<file path="src/rtl/ternary_pkg.sv">
// Shared types and constants for the ternary (1.58-bit) matmul datapath:
// sequencer state encoding, array geometry and 2-bit weight codes.
package ternary_pkg;

  localparam int ARRAY_ROWS = 4;
  localparam int ARRAY_PIPE = 2;

  typedef enum logic [2:0] {
    IDLE,
    CLEAR,
    FEED,
    DRAIN,
    FLUSH,
    CAPTURE,
    EMIT
  } seq_state_e;

  // 11 is a second encoding of -1 so every code has a defined meaning
  typedef enum logic [1:0] {
    TERN_ZERO    = 2'b00,
    TERN_POS     = 2'b01,
    TERN_NEG     = 2'b10,
    TERN_NEG_ALT = 2'b11
  } tern_code_e;

  function automatic logic tern_is_zero(input tern_code_e code);
    return code == TERN_ZERO;
  endfunction

  function automatic logic tern_is_neg(input tern_code_e code);
    return (code == TERN_NEG) || (code == TERN_NEG_ALT);
  endfunction

endpackage

</file>
<file path="src/rtl/ternary_weight_decode.sv">
// Combinational unpack of four 2-bit ternary weights into per-lane zero/sign
// flags; lane 0 takes the most significant pair.
module ternary_weight_decode
  import ternary_pkg::*;
(
  input  logic [7:0] weights,
  output logic [3:0] zero,
  output logic [3:0] sign
);

  always_comb begin
    zero = '0;
    sign = '0;
    for (int i = 0; i < 4; i++) begin
      zero[i] = tern_is_zero(tern_code_e'(weights[7-2*i -: 2]));
      sign[i] = tern_is_neg(tern_code_e'(weights[7-2*i -: 2]));
    end
  end

endmodule

</file>
<file path="src/rtl/ternary_matmul_sequencer.sv">
// Job controller for the 4-row ternary systolic array: streams K beats in,
// drains the array pipeline, captures the result bytes and emits them.
module ternary_matmul_sequencer
  import ternary_pkg::*;
#(
  parameter int K_W      = 12,
  parameter int ROWS     = ARRAY_ROWS,
  parameter int ARR_PIPE = ARRAY_PIPE
) (
  input  logic           clk,
  input  logic           reset,
  input  logic           cmd_valid,
  output logic           cmd_ready,
  input  logic [K_W-1:0] cmd_len,
  input  logic           in_valid,
  output logic           in_ready,
  input  logic [7:0]     in_weights,
  input  logic [7:0]     in_act,
  output logic           out_valid,
  input  logic           out_ready,
  output logic [7:0]     out_data,
  output logic           out_last,
  output logic           busy,
  output logic [3:0]     arr_left_zero,
  output logic [3:0]     arr_left_sign,
  output logic [7:0]     arr_top,
  output logic           arr_restart_inputs,
  output logic           arr_reset_accumulators,
  output logic           arr_copy_to_out_queue,
  output logic           arr_restart_out_queue,
  input  logic [7:0]     arr_out
);

  // One counter serves the drain, capture and emit phases in turn
  localparam int CNT_W = $clog2((ROWS > ARR_PIPE) ? ROWS : ARR_PIPE);
  localparam logic [CNT_W-1:0] DRAIN_LAST = CNT_W'(ARR_PIPE - 1);
  localparam logic [CNT_W-1:0] ROW_LAST   = CNT_W'(ROWS - 1);

  seq_state_e     state_q, state_d;
  logic [K_W-1:0] remaining_q, remaining_d;
  logic [CNT_W-1:0] cnt_q, cnt_d;
  logic [7:0]     res_buf_q [ROWS];
  logic [7:0]     res_buf_d [ROWS];

  logic       beat;
  logic [3:0] dec_zero;
  logic [3:0] dec_sign;

  ternary_weight_decode u_decode (
    .weights (in_weights),
    .zero    (dec_zero),
    .sign    (dec_sign)
  );

  assign beat = in_valid && (state_q == FEED);

  always_comb begin
    state_d     = state_q;
    remaining_d = remaining_q;
    cnt_d       = cnt_q;
    res_buf_d   = res_buf_q;
    case (state_q)
      IDLE: begin
        if (cmd_valid) begin
          remaining_d = cmd_len;
          state_d     = CLEAR;
        end
      end
      CLEAR: begin
        cnt_d   = '0;
        state_d = (remaining_q != '0) ? FEED : DRAIN;
      end
      FEED: begin
        if (beat) begin
          remaining_d = remaining_q - 1'b1;
          if (remaining_q == K_W'(1)) state_d = DRAIN;
        end
      end
      DRAIN: begin
        if (cnt_q == DRAIN_LAST) begin
          cnt_d   = '0;
          state_d = FLUSH;
        end else begin
          cnt_d = cnt_q + 1'b1;
        end
      end
      FLUSH: begin
        cnt_d   = '0;
        state_d = CAPTURE;
      end
      CAPTURE: begin
        // The array's out queue advances one row per cycle after FLUSH
        res_buf_d[cnt_q] = arr_out;
        if (cnt_q == ROW_LAST) begin
          cnt_d   = '0;
          state_d = EMIT;
        end else begin
          cnt_d = cnt_q + 1'b1;
        end
      end
      EMIT: begin
        if (out_ready) begin
          if (cnt_q == ROW_LAST) begin
            cnt_d   = '0;
            state_d = IDLE;
          end else begin
            cnt_d = cnt_q + 1'b1;
          end
        end
      end
      default: state_d = IDLE;
    endcase
  end

  always_ff @(posedge clk) begin
    if (reset) begin
      state_q     <= IDLE;
      remaining_q <= '0;
      cnt_q       <= '0;
      for (int r = 0; r < ROWS; r++) res_buf_q[r] <= '0;
    end else begin
      state_q     <= state_d;
      remaining_q <= remaining_d;
      cnt_q       <= cnt_d;
      for (int r = 0; r < ROWS; r++) res_buf_q[r] <= res_buf_d[r];
    end
  end

  assign cmd_ready = (state_q == IDLE);
  assign in_ready  = (state_q == FEED);
  assign busy      = (state_q != IDLE);
  assign out_valid = (state_q == EMIT);
  assign out_data  = out_valid ? res_buf_q[cnt_q] : 8'h00;
  assign out_last  = out_valid && (cnt_q == ROW_LAST);

  assign arr_restart_inputs     = (state_q == CLEAR);
  assign arr_reset_accumulators = (state_q == CLEAR) || (state_q == FLUSH);
  assign arr_copy_to_out_queue  = (state_q == FLUSH);
  assign arr_restart_out_queue  = (state_q == FLUSH);

  // Anything but an accepted beat presents all-zero weights to the array
  assign arr_left_zero = beat ? dec_zero : 4'hF;
  assign arr_left_sign = beat ? dec_sign : 4'h0;
  assign arr_top       = beat ? in_act   : 8'h00;

endmodule

</file>
<file path="config.mk">
export PLATFORM = sky130hd
export DESIGN_NAME = ternary_matmul_sequencer
export DESIGN_NICKNAME = d
export VERILOG_FILES = /design/src/rtl/ternary_pkg.sv /design/src/rtl/ternary_weight_decode.sv /design/src/rtl/ternary_matmul_sequencer.sv
export SDC_FILE = /design/constraint.sdc
export NUM_CORES = 1
export LEC_CHECK = 0
export ABC_AREA = 1
export CORE_ASPECT_RATIO = 1.75
export CORE_MARGIN = 1
export CORE_UTILIZATION = 45
export CTS_BUF_LIST = sky130_fd_sc_hd__clkbuf_4 sky130_fd_sc_hd__clkbuf_8 sky130_fd_sc_hd__clkbuf_16
export DETAILED_ROUTE_END_ITERATION = 10
export PLACE_DENSITY = 0.75
export SYNTH_ARGS = -nofsm -noshare
export SYNTH_HDL_FRONTEND = slang
export SYNTH_SLANG_ARGS = --single-unit
</file>
<file path="constraint.sdc">
create_clock -name clk -period 2.54 [get_ports clk]
set_input_delay 0.508 -clock clk [delete_from_list [all_inputs] [get_ports clk]]
set_output_delay 0.508 -clock clk [all_outputs]
set_load 0.01 [all_outputs]
</file>
Yosys cells after proc, flatten, opt, wreduce, memory -nomap -nowiden

Cells that the tools add are included.
Widths: inputs -> output; s select.

Register bits: 49
Input bits: 41
Output and inout port bits: 33
Word-level logic and storage cells: 83

Add/subtract/negate cells: 2
Order comparisons: 2
Equality and inequality tests: 24
Multiplexer cells: 26
Bitwise operators: 1
Reduce and logical (&&, ||, !) cells: 21

Operators by type and width:

| cell                  | count |
|---|---|
| $mux 8                | 5 |
| $bwmux 32             | 1 |
| $mux 12               | 2 |
| $pmux 12 s2           | 1 |
| $mux 3                | 7 |
| $pmux 3 s7            | 1 |
| $eq 2x2->1 const B    | 9 |
| $bmux 8 s2            | 1 |
| $demux 8 s2           | 1 |
| $eq 12x1->1 const B   | 1 |
| $reduce_bool 12->1    | 1 |
| $sub 12x1->12 const B | 1 |
| $eq 3x3->1 const B    | 3 |
| $logic_not 2->1       | 4 |
| $mux 4                | 2 |
| $ne 2x1->1 const B    | 4 |
| $pmux 2 s4            | 1 |
| $reduce_and 7->1      | 1 |
| $eq 3x2->1 const B    | 2 |
| $mux 2                | 3 |
| $ne 2x2->1 const B    | 3 |
| $logic_or 1x1->1      | 5 |
| $reduce_bool 4->1     | 1 |
| $eq 3x1->1 const B    | 1 |
| other kinds (13)      | 15 |

Logic depth before layout (Yosys ltp)

Gate-level depths: netlist (run 1).

Depth after elaboration: 6
Depth in mapped cells: 11

Modules after synthesis

A second synthesis (run 1) with hierarchy kept.

Cell total of the unflattened synthesis: 449
Area, all modules: 2946.6 um^2

By module, submodules not included:

| module                   | instances | cells an instance | area each (um^2) |
|---|---|---|---|
| ternary_matmul_sequencer | 1         | 441               | 2916.5 |
| ternary_weight_decode    | 1         | 8                 | 30.0 |

Least setup slack after synthesis (run 1)

Ideal clock, no wire load.

Path type: reg2reg
Start point: register cnt_q[0]
End point: register res_buf_q[25] (netlist bit)
Library setup time: 132 ps
Data arrival time: 1622 ps
Required time: 2408 ps
Setup slack: 785 ps
Cell stages (with the launch flop): 9
Buffers on the path: 3
Period minus slack after synthesis: 1755 ps
Cells stage by stage: dfxtp_1 buf_2 clkinv_1 clkbuf_1 ha_1 clkbuf_1 nand2_1 nand2_1 a21oi_1

Cells in the longest elaborated chain, start to end: 6
Elaborated cells on any way between the ends: 7
Classes of those cells: order compare (2); mux (3); bitwise (1); reduce/logical (1)

RTL lines:

| element                                                               | line                            | source |
|---|---|---|
| start: declaration                                                    | ternary_matmul_sequencer.sv:41  | `logic [CNT_W-1:0] cnt_q, cnt_d;` |
| start signal: assignment                                              | ternary_matmul_sequencer.sv:124 | `cnt_q <= cnt_d;` |
| $not 2->3 (implied by the code) (*)                                   | ternary_matmul_sequencer.sv:93  | `res_buf_d[cnt_q] = arr_out;` |
| $ge 3x3->1 (implied by the code) / $lt 3x1->1 (equally long branches) | ternary_matmul_sequencer.sv:93  |  |
| $logic_and 1x1->1 (implied by the code)                               | ternary_matmul_sequencer.sv:93  |  |
| $mux 8 (implied by the code)                                          | ternary_matmul_sequencer.sv:93  |  |
| $demux 8 s2 (*)                                                       | ternary_matmul_sequencer.sv:93  |  |
| $bwmux 32 (*)                                                         | ternary_matmul_sequencer.sv:93  |  |
| end: declaration                                                      | ternary_matmul_sequencer.sv:42  | `logic [7:0] res_buf_q [ROWS];` |

Mark *: on every way between the ends. The rest lies on a longest branch, timed or not.
A chain may end at the register's enable or synchronous reset.

Final worst setup path (run 1)

Start point: input port in_valid
End point: output port arr_top[7]

Cells in the longest elaborated chain, start to end: 2

RTL lines:

| element            | line                            | source |
|---|---|---|
| start: declaration | ternary_matmul_sequencer.sv:15  | `input logic in_valid,` |
| $logic_and 1x1->1  | ternary_matmul_sequencer.sv:55  | `assign beat = in_valid && (state_q == FEED);` |
| $mux 8             | ternary_matmul_sequencer.sv:144 | `assign arr_top = beat ? in_act : 8'h00;` |
| end: declaration   | ternary_matmul_sequencer.sv:26  | `output logic [7:0] arr_top,` |

Every way passes these cells.

==> results of run 1 <==
==> cell type report <==
class | instances | area [um2]
clock buffers | 5 | 125.1
well taps | 82 | 102.6
fillers | 601 | 2494
repair buffers | 86 | 828.3
flip-flops and latches | 49 | 980.9
clock inverters | 3 | 68.82
multi-input cells | 313 | 1645
inverters | 62 | 245.2
==> cells in the mapped netlist, types with 4 or more instances <==
master	instances	area (um2)
nand3_1	37	185.2
nand2_1	79	296.5
nand3_2	4	40.04
inv_2	6	22.52
buf_2	4	20.02
clkbuf_1	9	33.78
o21ai_1	11	55.05
ha_1	8	100.1
nor2_4	10	112.6
nor2_2	4	25.02
dfxtp_1	49	980.9
a21oi_1	66	330.3
inv_1	53	198.9
o21ai_0	35	175.2
buf_6	5	56.30
nor2_1	40	150.1
==> power by group <==
group	switching [mW]	leakage (nW)	total, mW	internal [mW]
Combinational	1.21	1.07	1.95	0.733
Sequential	0.114	0.398	1.00	0.888
Clock	0.295	0.0944	0.862	0.568
==> worst max-delay path, cell delays in order <==
cell             delay, ps
clkdlybuf4s50_1        460
inv_1                   90
nor2_8                 130
inv_4                  120
nor2_1                 120
clkdlybuf4s50_1        540
==> logic make-up (layout without fill, tap and decap cells) <==
| group | after synthesis | count (layout) | synth area share [%] |
|---|---|---|---|
| adder cells (fa/ha/maj) | 8 | 8 | 3.324 |
| flip-flops | 49 | 49 | 32.57 |
| AO/OA/AOI/OAI | 122 | 122 | 21.52 |
| AND/OR/NAND/NOR | 183 | 183 | 29.79 |
| buffers and inverters | 84 | 156 | 12.80 |
==> per-layer routing <==
metal / vias up / track usage, %
met5: - / 0
met4: 0 / 9.091
met3: 8 / 2.881
met2: 104 / 49.39
met1: 1420 / 23.75
li1: 1584 / -
==> what timing repair did <==
action,in CTS,in global routing
endpoints found under the hold margin,0,0
gates resized for setup,2,1
buffers inserted,0,0
pin swaps,0,0
cloned,0,0
endpoints found under the setup margin,20,4
==> metrics by stage <==
step           hold slack [ps]  setup WS (ps)  utilization (%)
2_1_floorplan            429.6          785.4                -
3_3_place_gp             440.5         -21.31            58.47
3_5_place_dp             447.7         -32.91            58.47
4_1_cts                  457.7          48.98            61.52
5_1_grt                  483.7          5.480            61.58
6_report                 453.0          62.74            61.58
==> path summary, 6_finish.rpt <==
kind	slack, ps	cells after the start	to	from
hold / removal	450	2	res_buf_q[21]	res_buf_q[21]
setup / recovery	60	6	arr_top[7]	in_valid
hold reg to reg	450	2	res_buf_q[21]	res_buf_q[21]
setup reg to reg	760	6	res_buf_q[9]	cnt_q[0]
==> state kept, by name (all words and copies together), names as in the netlist <==
register     cells
remaining_q     12
cnt_q            2
state_q          3
res_buf_q       32
==> cell usage in the layout, fill, tap and decap left out, drive strengths merged <==
master,n
clkinvlp,1
buf,13
o211ai,3
ha,8
clkinv,1
bufinv,2
dfxtp,49
nor2,56
nand3,41
clkbuf,5
clkdlybuf4s50,73
nand4,2
nor3,1
a31oi,3
a21oi,68
o21ai,47
inv,61
a211oi,1
nand2,81
or2,2
==> run metrics, run 1 <==
crit path max fanout=12; largest net degree at the start of global routing=26; core area=6490 um2; Synth Instances=approximately 450; Yosys Warn Count=0; f_max=between 0.4 and 0.5 GHz; sequential element share of the synthesized area=32.57%; WL met2=between 4 and 5 mm; via count=3116; Final Critical Period=about 2500 ps; Pwr Density=954.0 nW/um2; worst-margin pin slew=roughly 700 ps; hold_buf cts=0; CP Capture Type=primary output; Chip Height=~110 um; initial antenna violation count=0; GRT Util Overall=around a quarter; starting density of the core=between 40% and 50%; global-route wire length before repair=roughly 13 mm; Yosys cell types=33; Max clock buf depth=2; worst skew pair latency=slightly below 300 ps; RSZ-0062 raised after global routing=no; Tot Pwr=about 3.8 mW; number of CTS-inserted buffers=5; DRT Pass-1 Iters=4; vias in the first global route=just over 3k; register bit total from synthesis=49; number of remaining DRC errors=0; post-route met1 wirelength=2.989 mm; peak supply drop=about 0.00059 V; final instance area=~4000 um2; fraction of registers with async set/reset=0%; nature of the critical path startpoint=input port; cell row count=39; synthesized area=roughly 3000 um2; TritonCTS Sinks=49; via/cell ratio=between 5 and 6; final worst path period share=97.53%; ant diodes=0; Setup TNS Final=0 ps; syn nets=approximately 500; EDFF count, synth=0; die area=between 7000 and 8000 um2; type of the worst setup path=input port to primary output; placed insts=592; I/O pin count=74; port bufs=73; Antenna Nets Post-Route=0; Syn-to-layout area delta=32.70%; Detailed Route Iter0 Violations=just over 200; Worst Skew=approximately 4.5 ps; met3 WL=354 um; Synth Area per Inst=6.753 um2; CTS tree=yes; final hold violation count=0; outcome=completed; HPWL after detailed placement=approximately 5.9 mm; routed wire length=7.937 mm; nets@finish=around 570; routability congestion estimate=between 0.8 and 0.9; Worst-path clk slew=~70 ps; Slew Viols, Final=0; CTS root buffer=clkbuf_16; Top FF cell, synth=dfxtp_1; Die X-Extent=between 60 and 70 um; mean routed wirelength per cell=between 10 and 15 um; placed cell area=about 3800 um2; top routing layer in use=met4; final number of setup-violating endpoints=0; Pleak=between 1.5 and 2 nW; fin cells=600; GRT overflow=0; slew margin rel.=53.22%; required time worst endpoint=about 2000 ps; worst min-delay path category=flop to flop; H-tree depth=2; critical path arrival=around 2000 ps; share of cells above drive strength 1=between 10% and 20%; MaxCap Viol Count=0
No activity file was read; power rests on OpenSTA's default activity.
==> run 2: changes to the inputs <==
--- a/config.mk
+++ b/config.mk
@@ -5,13 +5,12 @@
 export SDC_FILE = /design/constraint.sdc
 export NUM_CORES = 1
 export LEC_CHECK = 0
-export ABC_AREA = 1
+export ABC_AREA = 0
 export CORE_ASPECT_RATIO = 1.75
-export CORE_MARGIN = 1
 export CORE_UTILIZATION = 45
 export CTS_BUF_LIST = sky130_fd_sc_hd__clkbuf_4 sky130_fd_sc_hd__clkbuf_8 sky130_fd_sc_hd__clkbuf_16
 export DETAILED_ROUTE_END_ITERATION = 10
-export PLACE_DENSITY = 0.75
+export PLACE_DENSITY = 0.76
 export SYNTH_ARGS = -nofsm -noshare
 export SYNTH_HDL_FRONTEND = slang
 export SYNTH_SLANG_ARGS = --single-unit
==> run 2 against run 1 <==
Via count fell by 8.5%. Die area shrank 8.1%. Largest power group is now sequential cells. Area after synthesis decreased by 8.3%. Clock-buffer cell count stayed put. Register-to-register slack got worse by 250 ps. Critical path depth is 2 lower.
==> run metrics, run 2 <==
DP Worst Slack=101.4 ps (+134.3 ps); Detailed Route Iter0 Violations=139 (-32%); routability congestion estimate=0.8618 (+4.6%); Final Critical Period=2464 ps (-12.96 ps); starting density of the core=46.99% (+0.58 points); outcome=completed; crit path cell chain=or3b_4, clkinvlp_4, and3_1, clkdlybuf4s50_1; CP top delay family=buffers and inverters; H-tree depth=2 (unchanged); number of remaining DRC errors=0 (unchanged); XOR/XNOR Fraction of Synth Area=0.3170% (+0.32 points); top cell type's share of synthesized area=35.51% (+2.9 points); TritonCTS Sinks=49 (unchanged); Critical-path top delay cell=clkdlybuf4s50_1; die area=6469 um2 (-8.1%); GRT Util Overall=26.16% (+2.1 points); WP buf/inv=2 (-2); ant diodes=0 (unchanged); count leader, synth=nand2_1; slew margin rel.=68.29% (+15 points); Worst Skew=9.685 ps (+5.223 ps); hold_buf cts=0 (unchanged); hold slack=460.2 ps (+7.211 ps); worst min-delay path category=flop to flop; number of CTS-inserted buffers=5 (unchanged); final core utilization=64.78% (+3.2 points); MaxCap Viol Count=0 (unchanged); largest net degree at the start of global routing=28 (+7.7%); via count=2851 (-8.5%); vias in the first global route=2851 (-8.2%); mux cell area share after synthesis=7.835% (+7.8 points); sequential element share of the synthesized area=35.51% (+2.9 points); CP Capture Type=primary output; type of the worst setup path=flop to primary output; cell row count=37 (-5.1%); adder-cell share of the synthesized area=3.623% (+0.30 points); final instance area=3809 um2 (-4.7%); Pwr Density=541.7 nW/um2 (-43%); Slew Viols, Final=0 (unchanged); share of cells above drive strength 1=11.45% (+0.44 points); routed wire length=7.818 mm (-1.5%); Chip Height=105.7 um (-4.1%); peak supply drop=0.0002674 V (-55%); Die X-Extent=61.23 um (-4.1%); hold path depth=2 (unchanged); Setup TNS Final=0 ps (unchanged); I/O pin count=74 (unchanged); Worst R2R Path Depth=6 (unchanged); nature of the critical path startpoint=flop; core area=5879 um2 (-9.4%); syn nets=398 (-20%); mean routed wirelength per cell=15.45 um (+17%); main combinational cell family by area after synthesis=simple AND/OR/NAND/NOR gates; Crit path depth=4 (-2); Pleak=1.415 nW (-9.7%); Synth area leaders=dfxtp_1, nand2_1, a21oi_1; Post-synth top cells=nand2_1, dfxtp_1, a21oi_1; critical path arrival=1960 ps (about the same); Antenna Nets Post-Route=0 (unchanged); EDFF count, synth=0 (unchanged); Post-Synth Simple-Gate Area=29.26% (-0.53 points); most frequent cells in the layout=nand2_1, clkdlybuf4s50_1, dfxtp_1, a21oi_1, buf_4; final worst path period share=97.02% (-0.51 points); CTS root buffer=clkbuf_8; port bufs=73 (unchanged); commonest non-fill, non-tap cell in the layout=nand2_1; Synth Instances=349 (-22%); crit path max fanout=8 (-4); Worst-path clk slew=90 ps (+20 ps); final number of setup-violating endpoints=0 (unchanged); via/cell ratio=5.634 (+8.5%); Worst path max stage delay=540 ps (about the same); worst-margin pin slew=473.8 ps (-227.1 ps); Largest Register=res_buf_q; Yosys cell types=50 (+52%); CTS tree=yes; initial antenna violation count=0 (unchanged); Max clock buf depth=2 (unchanged); required time worst endpoint=2030 ps (about the same); Yosys Warn Count=0 (unchanged); Syn-to-layout area delta=37.86%; synthesized area=2763 um2 (-8.3%); placed cell area=3625 um2 (-4.5%); fraction of registers with async set/reset=0% (unchanged); register bit total from synthesis=49 (unchanged); largest area contributor in the netlist=dfxtp_1; worst skew pair latency=310 ps (+20 ps); GRT overflow=0 (unchanged); HPWL after detailed placement=5.797 mm (-2.3%); final hold violation count=0 (unchanged); global-route wire length before repair=12.78 mm (-5.2%); DRT Pass-1 Iters=4 (unchanged); f_max=0.4058 GHz (+0.53%); biggest registers after layout=res_buf_q: 32 flops, remaining_q: 12 flops, state_q: 3 flops; complex-gate fraction of the synthesized area=18.70% (-2.8 points); nets@finish=476 (-16%); worst setup margin=75.70 ps (+12.96 ps); max FFs per register=32 (unchanged); Synth Area per Inst=7.916 um2 (+17%); Top FF cell, synth=dfxtp_1
==> run 2: metal layers <==
| metal | track usage, % | up-vias | wire (um) |
|---|---|---|---|
| li1 | - | 1396 | - |
| met1 | 25.99 | 1332 | 2817 |
| met2 | 48.68 | 108 | 4388 |
| met3 | 4.172 | 15 | 409 |
| met4 | 12.99 | 0 | 202 |
| met5 | 0 | - | 0 |
==> run 2: logic make-up (layout without fill, tap and decap cells) <==
family,after synthesis,in the layout
AO/OA/AOI/OAI,85,85
XOR/XNOR,1,1
AND/OR/NAND/NOR,162,162
buffers and inverters,33,112
adder cells (fa/ha/maj),8,8
multiplexers,11,11
flip-flops,49,49
==> run 2: layout make-up <==
cell class,instances,area [um2]
timing repair buffer,93,912.1
multi-input combinational,267,1655
fill,526,2071
timing repair inverter,1,7.507
clock inverter,3,43.79
sequential,49,982.2
clock buffer,5,68.82
inverter,10,41.29
tap,78,97.59
==> run 2: power by group <==
group	leakage, nW	switching (mW)	internal [mW]
combinational	0.958	0.318	0.310
clock	0.0585	0.276	0.295
sequential	0.398	0.0536	0.810
total	1.42	0.647	1.42
==> run 2: worst reg2reg max path: cells and delay by family (launching register included) <==
kind / cells / cell delay, ps
DFF: 1 / 390
adders and majority gates: 1 / 260
buffers and inverters: 1 / 120
and+or+nand+nor: 2 / 700
muxes: 1 / 360
AOI/OAI and AO/OA: 1 / 130
==> run 2: worst paths after layout <==
check                               startpoint        endpoint  slack [ps]
worst max register to register  remaining_q[0]  remaining_q[6]         510
worst max-delay path                state_q[1]      arr_top[4]          80
worst min register to register   res_buf_q[21]   res_buf_q[21]         460
worst min-delay path             res_buf_q[21]   res_buf_q[21]         460
==> run 2: timing repair <==
action / CTS / global route
endpoints found under the setup margin: 27 / 19
setup buffers: 3 / 0
pin swaps: 1 / 0
gates cloned: 1 / 0
gates resized for setup: 3 / 12
==> run 2: per-stage QoR <==
| stage | power [mW] | instances |
|---|---|---|
| global placement | 1.475 | 494 |
| finish | 2.063 | 506 |
| CTS | 2.062 | 506 |
| floorplan | 1.228 | 349 |
| global route | 2.166 | 506 |
| detailed placement | 1.485 | 494 |
